--- src/rtl/hit_input_conditioner.sv ---
// hit_input_conditioner
// Front end of the whack-a-mole score path: synchronizes and debounces the
// raw hit button, qualifies each clean press against the target window and
// accumulates qualified hits. The hit total is offered to the score-injection
// logic over a valid/ready handshake.

module hit_input_conditioner #(
  parameter int SYNC_STAGES     = 2,
  parameter int DEBOUNCE_CYCLES = 1000000,
  parameter int CNT_W           = 3
) (
  input  logic             clk,
  input  logic             reset,
  input  logic             btn_raw,
  input  logic             target_on,
  input  logic             score_ready,
  output logic             score_valid,
  output logic [CNT_W-1:0] score_inc,
  output logic             hit_pulse,
  output logic             miss_pulse,
  output logic             btn_stable,
  output logic             saturated
);

  // The debounce counter counts up to DEBOUNCE_CYCLES-1 and never wraps.
  localparam int               DEB_W    = $clog2(DEBOUNCE_CYCLES) + 1;
  localparam logic [DEB_W-1:0] DEB_LAST = DEB_W'(DEBOUNCE_CYCLES - 1);
  localparam logic [CNT_W-1:0] PEND_MAX = '1;

  // Debounce states: the stable level is 1 in UP/FILT_DN and 0 in DOWN/FILT_UP.
  localparam logic [1:0] ST_UP      = 2'd0;
  localparam logic [1:0] ST_FILT_DN = 2'd1;
  localparam logic [1:0] ST_DOWN    = 2'd2;
  localparam logic [1:0] ST_FILT_UP = 2'd3;

  logic [SYNC_STAGES-1:0] sync_q, sync_d;
  logic [1:0]             state_q, state_d;
  logic [DEB_W-1:0]       cnt_q, cnt_d;
  logic [CNT_W-1:0]       pending_q, pending_d;
  logic                   saturated_q, saturated_d;
  logic                   hit_pulse_q, hit_pulse_d;
  logic                   miss_pulse_q, miss_pulse_d;

  logic sync_out;
  logic stable_cur;
  logic press_fall;
  logic hit;
  logic transfer;

  assign sync_out = sync_q[SYNC_STAGES-1];

  // Shift the asynchronous button through the synchronizer chain.
  always_comb begin
    sync_d = {sync_q[SYNC_STAGES-2:0], btn_raw};
  end

  // Decode the current stable level from the debounce state.
  always_comb begin
    case (state_q)
      ST_UP, ST_FILT_DN: stable_cur = 1'b1;
      default:           stable_cur = 1'b0;
    endcase
  end

  // Debounce: a level change needs DEBOUNCE_CYCLES consecutive disagreeing
  // samples; any agreeing sample abandons the filter and clears the count.
  always_comb begin
    state_d    = state_q;
    cnt_d      = cnt_q;
    press_fall = 1'b0;
    if (sync_out == stable_cur) begin
      cnt_d   = '0;
      state_d = stable_cur ? ST_UP : ST_DOWN;
    end else if (cnt_q == DEB_LAST) begin
      cnt_d      = '0;
      state_d    = stable_cur ? ST_DOWN : ST_UP;
      press_fall = stable_cur;
    end else begin
      cnt_d   = cnt_q + DEB_W'(1);
      state_d = stable_cur ? ST_FILT_DN : ST_FILT_UP;
    end
  end

  // Classify each press as a hit or a miss using target_on at the press edge.
  always_comb begin
    hit          = press_fall & target_on;
    hit_pulse_d  = hit;
    miss_pulse_d = press_fall & ~target_on;
  end

  // Accumulate hits; a transfer empties the accumulator but keeps a hit that
  // lands on the same edge, and a hit arriving while full is dropped and
  // flagged.
  always_comb begin
    pending_d   = pending_q;
    saturated_d = saturated_q;
    transfer    = (pending_q != '0) && score_ready;
    if (transfer) begin
      pending_d = hit ? CNT_W'(1) : '0;
    end else if (hit) begin
      if (pending_q == PEND_MAX) begin
        saturated_d = 1'b1;
      end else begin
        pending_d = pending_q + CNT_W'(1);
      end
    end
  end

  // Register all state with synchronous reset to the idle released condition.
  always_ff @(posedge clk) begin
    if (reset) begin
      sync_q       <= '1;
      state_q      <= ST_UP;
      cnt_q        <= '0;
      pending_q    <= '0;
      saturated_q  <= 1'b0;
      hit_pulse_q  <= 1'b0;
      miss_pulse_q <= 1'b0;
    end else begin
      sync_q       <= sync_d;
      state_q      <= state_d;
      cnt_q        <= cnt_d;
      pending_q    <= pending_d;
      saturated_q  <= saturated_d;
      hit_pulse_q  <= hit_pulse_d;
      miss_pulse_q <= miss_pulse_d;
    end
  end

  assign score_valid = (pending_q != '0);
  assign score_inc   = pending_q;
  assign hit_pulse   = hit_pulse_q;
  assign miss_pulse  = miss_pulse_q;
  assign btn_stable  = stable_cur;
  assign saturated   = saturated_q;

endmodule

--- config.mk ---
export PLATFORM = sky130hd
export DESIGN_NAME = hit_input_conditioner
export DESIGN_NICKNAME = d
export VERILOG_FILES = /design/src/rtl/hit_input_conditioner.sv
export SDC_FILE = /design/constraint.sdc
export NUM_CORES = 1
export LEC_CHECK = 0
export BUFFER_PORTS_ARGS = -buffer_cell sky130_fd_sc_hd__buf_2
export CAP_MARGIN = 20
export CORE_UTILIZATION = 55
export DETAILED_ROUTE_END_ITERATION = 8
export HOLD_SLACK_MARGIN = 0.06
export PLACE_DENSITY = 0.75
export SYNTH_ARGS = -nofsm -noshare
export SYNTH_HDL_FRONTEND = slang
export SYNTH_SLANG_ARGS = --single-unit
--- constraint.sdc ---
create_clock -name clk -period 2.21 [get_ports clk]
set_input_delay 0.1105 -clock clk [delete_from_list [all_inputs] [get_ports clk]]
set_output_delay 0.1105 -clock clk [all_outputs]
set_load 0.02 [all_outputs]
* After elaboration in Yosys (flattened, before gate mapping)
Cells that the tools add are included.
** Word-level totals
- Register bits :: 31
- Bits in latches :: 0
- RAM bits :: 0
- Memory bits (read-only) :: 0
- Input port bits :: 5
- Output and inout bits :: 8
- Word-level logic and storage cells :: 38
- Memories kept :: 0
** Cells by class
- $add $sub $neg :: 2
- Multiply operators :: 0
- Div/mod/pow operators :: 0
- Magnitude comparators :: 0
- Equality and inequality tests :: 5
- Shift-type cells :: 0
- Multiplexer cells :: 12
- Bitwise logic cells :: 4
- Reduce and logical (&&, ||, !) cells :: 8
** Operator list (count)
- 21-bit by 1-bit adder with 21-bit output, second input constant :: 1
- 21-bit by 20-bit equality test with 1-bit output, second input constant :: 1
- 2-bit two-way mux :: 5
- 3-bit two-way mux :: 3
- 1-bit two-way mux :: 4
- 3-bit by 1-bit adder with 3-bit output, second input constant :: 1
- 3-bit equality test, second input constant :: 1
- 3-bit AND reduction :: 1
- 3-bit nonzero test :: 1
- 3-bit OR reduction :: 1
- 1-bit bitwise AND :: 2
- 2-bit by 1-bit equality test with 1-bit output, second input constant :: 1
- 2-bit zero test :: 1
- 2-bit inequality test, second input constant :: 1
- 1-bit NOT :: 2
- 2-bit AND reduction :: 1
- 2-bit nonzero test :: 1
- 2-bit OR reduction :: 1
- 1-bit equality test :: 1
- 1-bit logical AND :: 1

* Logic depth before layout (Yosys ltp)
- Depth after elaboration :: 8
- Depth in mapped cells :: 6

* Least setup slack after synthesis
No wires, ideal clock.
- Kind :: flip-flop to flip-flop
- Start :: register pending_q[0], in the netlist score_inc[0]
- End :: register pending_q[0], in the netlist score_inc[0]
- Setup time :: 0.121 ns
- Arrival time :: 1.713 ns
- Data required time :: 2.089 ns
- Path slack :: 0.376 ns
- Cell stages (with the launch flop) :: 7
- Clock period less this slack :: 1.834 ns
- Cell sequence :: dfxtp_1 inv_1 ha_1 nand2b_1 a21bo_2 and4_1 mux2_2
** On the way
- Cells in the longest elaborated chain, start to end :: 4
** RTL lines
- from (decl) :: line 39 : logic [CNT_W-1:0] pending_q, pending_d;
- from (signal assigned) :: line 123 : pending_q <= pending_d;
- 3-bit nonzero test (*)
- via score_valid :: line 17 : output logic score_valid,
- 1-bit logical AND (*) :: line 97 : transfer = (pending_q != '0) && score_ready;
- 2-bit inequality test (no source line) / 2-bit nonzero test (equally long branches)
- 2-bit AND reduction (no source line)
Mark *: on every way through the listed nets, which the timed path passes. The rest lies on a longest branch. The select of a mux whose other input is x is not followed.
A chain may end at the register's enable or synchronous reset.

* Worst setup path after layout
- Start :: register cnt_q[1]
- End :: register miss_pulse_q, in the netlist miss_pulse
** On the way
- Cells in the longest elaborated chain, start to end :: 4
** RTL lines
- from (decl) :: line 38 : logic [DEB_W-1:0] cnt_q, cnt_d;
- from (signal assigned) :: line 122 : cnt_q <= cnt_d;
- 21-bit by 20-bit equality test with 1-bit output :: line 74 : end else if (cnt_q == DEB_LAST) begin
- 1-bit two-way mux :: line 74
- 1-bit two-way mux :: line 71 : if (sync_out == stable_cur) begin
- 1-bit bitwise AND :: line 88 : miss_pulse_d = press_fall & ~target_on;
- to (signal assigned) :: line 126 : miss_pulse_q <= miss_pulse_d;
- to (decl) :: line 42 : logic miss_pulse_q, miss_pulse_d;
Every way passes these cells.

==> impl_results.md <==
- Outcome: finished clean
- Hold_sp: score_ready
- Worst Hold Path Cells: 3
- Die area: 2780 µm²
- CP startpoint: cnt_q[1]$_SDFF_PP0_
- Pre-CTS WS: 0.251 ns
- Gate power share: 2.2%
- Crit share post-route: 94.5%
- Max-slew violations: 0
- DR iter-0 viols: 38
- Post-DP HPWL: 1960 µm
- Largest net degree at the start of global routing: 22
- Hold Path End: saturated$_SDFFE_PP0P_
- Row Count: 18
- P_int: 770 µW
- Number of synthesized register bits: 30
- Switching share of power: 20.5%
- Clk pin slew, worst setup/hold paths: 0.09 ns
- Syn_nets: 168
- Distinct cells, synth: 37
- Filler instances: 211
- Htree depth: 2
- PD cells: 599 nW/µm²
- Slew HR: 74.8%
- GRT Overall Usage: 24.1%
- WL final: 2890 µm
- Initial antenna violation count: 0
- CP top delay family: simple AND/OR/NAND/NOR gates
- Die Wd: 52.7 µm
- Arrival @ worst endpoint: 2.37 ns
- Post-route minimum period: 2.09 ns
- Area Growth Syn to Fin: 14.4%
- Core Footprint: 2450 µm²
- First-pass DRT Iterations: 4
- Nets: 186
- Bufs and invs on worst path: 1
- Crit-path slowest cell: dlygate4sd3_1
- Placed cells: 196
- Hold Slack: 0.132 ns
- Number of global-route vias before repair: 1,123
- Post-route cell area: 1620 µm²
- Drt wl/cell: 13.9 µm
- Worst r2r src: cnt_q[1]$_SDFF_PP0_
- Post-Layout Cell Count: 208
- Detailed-route DRC error count: 0
- CTS Sinks: 30
- Clk Latency, worst-skew pair: 0.33 ns
- Crit-path max FO: 5
- CTS tree: built
- CP Class: flip-flop to flip-flop
- Routability cong.: 0.804
- Final ANT Viol Nets: 0
- Mean post-synth cell area: 8.88 µm²
- Maximum operating frequency: 0.479 GHz
- Share of cells above drive strength 1: 18.5%
- VDD IR max: 0.481 mV
- Switching pwr: 199 µW
- Clock Power Share: 41.6%
- Yosys synthesis warning count: 0
- Capture point of the worst reg-to-reg path: miss_pulse$_SDFF_PP0_
- Final worst-path setup slack: 0.122 ns
- Hold Violations, Final: 0
- CTS Buf Count: 5
- N_diodes: 0
- Die Height: 52.7 µm
- Startpoint class of the critical path: flip-flop
- First-pass GRT wire length: 4740 µm
- Initial Util: 57.5%
- Layout Skew: 0.00431 ns
- R2R setup slack: 0.12 ns
- Critical Path RT: 2.49 ns
- Ports: 13
- Seq pwr share: 56.2%
- Cell Area, Placed: 1490 µm²
- Count of input and output buffers: 12
- Worst r2r path cells: 6
- Pwr Total: 968 µW
- Cell count after synthesis: 159
- GRT overflow: 0
- Clock root buffer: clkbuf_4
- Mapped Area: 1410 µm²
- Max clock buf depth: 2
- Max-cap violations: 0
- Final setup violation count: 0
- Via-per-instance ratio: 5.77
- Critical path cell sequence: ha_2 -> and4_2 -> and4_1 -> nand3_1 -> nor3_1 -> dlygate4sd3_1
- Setup Buffers After CTS: 0
- Worst path max stage delay: 0.56 ns
- Leakage power total: 0.580 nW
- Vias: 1,201
- Worst hold path type: primary input to flip-flop
- Part of the Yosys area used for sequential elements: 42.5%
- Worst slew pin tran: 0.375 ns
- Setup crit end kind: flip-flop
==> worst register-to-register path: stages, from the launching register on <==
cell	delay, ns
dfxtp_1	0.41
ha_2	0.26
and4_2	0.26
and4_1	0.28
nand3_1	0.14
nor3_1	0.15
dlygate4sd3_1	0.56
==> cells in the final DEF (no fill, tap or decap), types with 5 or more instances in the layout <==
cell type,instances
and4_1,5
nand3_1,11
inv_1,6
xor2_1,7
buf_2,12
dfxtp_1,29
nor2_1,21
clkbuf_4,5
nor3_1,5
xnor2_1,9
a21oi_1,7
nand2_1,9
==> through the flow <==
| step | util (%) | TNS (ns) |
|---|---|---|
| after floorplan | - | 0 |
| after global placement | 60.8 | 0 |
| after detailed placement | 60.8 | 0 |
| after CTS | 65.6 | 0 |
| after global routing | 65.9 | -0.0129 |
| final | 65.9 | 0 |
==> repair_timing <==
item,4_1_cts,5_1_grt
hold endpoints to repair,4,0
endpoints found under the setup margin,0,1
resized for setup,0,3
hold buffers,4,0
==> flip-flops by register name (all words and copies together) (netlist names) <==
register,cells
cnt_q,21
score_inc,3
hit_pulse,1
miss_pulse,1
saturated,1
state_q,1
sync_q,2
==> power by group through the flow <==
stage	clock network (mW)	logic (mW)	registers, mW
after floorplan	0	0.0103	0.556
after global placement	0	0.0156	0.557
after detailed placement	0	0.0163	0.557
after CTS	0.415	0.0205	0.544
after global routing	0.446	0.0233	0.545
final	0.403	0.0211	0.544
==> worst max-delay path by stage <==
stage	to	slack (ns)	depth (start not counted)
floorplan	score_inc[0]$_SDFFE_PP0P_	0.38	6
global placement	score_inc[0]$_SDFFE_PP0P_	0.32	5
detailed placement	cnt_q[20]$_SDFF_PP0_	0.25	5
CTS	miss_pulse$_SDFF_PP0_	0.1	6
global route	miss_pulse$_SDFF_PP0_	-0.01	6
finish	miss_pulse$_SDFF_PP0_	0.12	6
==> per-layer routing <==
| metal | GRT usage, % | share of wire [%] | vias up |
|---|---|---|---|
| li1 | - | - | 595 |
| met1 | 28.9 | 47 | 569 |
| met2 | 39.7 | 47 | 26 |
| met3 | 6.09 | 3.7 | 11 |
| met4 | 11.8 | 2.0 | 0 |
| met5 | 0 | 0 | - |
==> cell usage after synthesis <==
master / n / area, µm²
a211o_1: 1 / 8.76
clkbuf_1: 3 / 11.3
o21ai_0: 4 / 20.0
and2_1: 1 / 6.26
o32ai_1: 1 / 8.76
nor3_1: 5 / 25.0
nor4bb_1: 1 / 10.0
nand4b_1: 2 / 17.5
inv_1: 6 / 22.5
nand2b_1: 2 / 12.5
and3_1: 2 / 12.5
or4_1: 1 / 7.51
dfxtp_1: 30 / 601
nor2b_1: 1 / 6.26
and4_1: 5 / 43.8
and4_2: 1 / 10.0
or4_4: 1 / 11.3
nand4_1: 4 / 25.0
or3_1: 2 / 12.5
nand2_1: 9 / 33.8
mux2_2: 1 / 11.3
ha_1: 4 / 50.1
and3_2: 1 / 7.51
a311oi_1: 1 / 8.76
buf_2: 2 / 10.0
or2_2: 2 / 12.5
nand3_1: 11 / 55.1
xnor2_1: 9 / 78.8
nor4_1: 4 / 25.0
mux2i_1: 2 / 20.0
nand4_4: 1 / 21.3
a21oi_1: 7 / 35.0
nand4_2: 1 / 12.5
xor2_1: 7 / 61.3
nor2_1: 22 / 82.6
a21bo_2: 1 / 10.0
clkbuf_2: 1 / 5.00
==> layout make-up <==
class                           instances  area [µm²]  area share [%]
Tap cell                               30        37.5            2.32
Clock buffer                            8        78.8            4.88
Sequential cell                        30         602            37.2
Multi-Input combinational cell        117         768            47.5
Timing Repair Buffer                   17         108            6.66
Inverter                                6        22.5            1.39
==> cells by family (layout without fill, tap and decap cells) <==
kind of cell,after synthesis,count (layout),synth area share (%)
AO/OA/AOI/OAI,15,15,6.47
XOR/XNOR,16,16,9.92
buffers and inverters,12,31,3.45
multiplexers,3,3,2.21
adder cells (fa/ha/maj),4,4,3.54
flip-flops,30,30,42.5
AND/OR/NAND/NOR,79,79,31.9
Power figures use the tool's default switching activity.
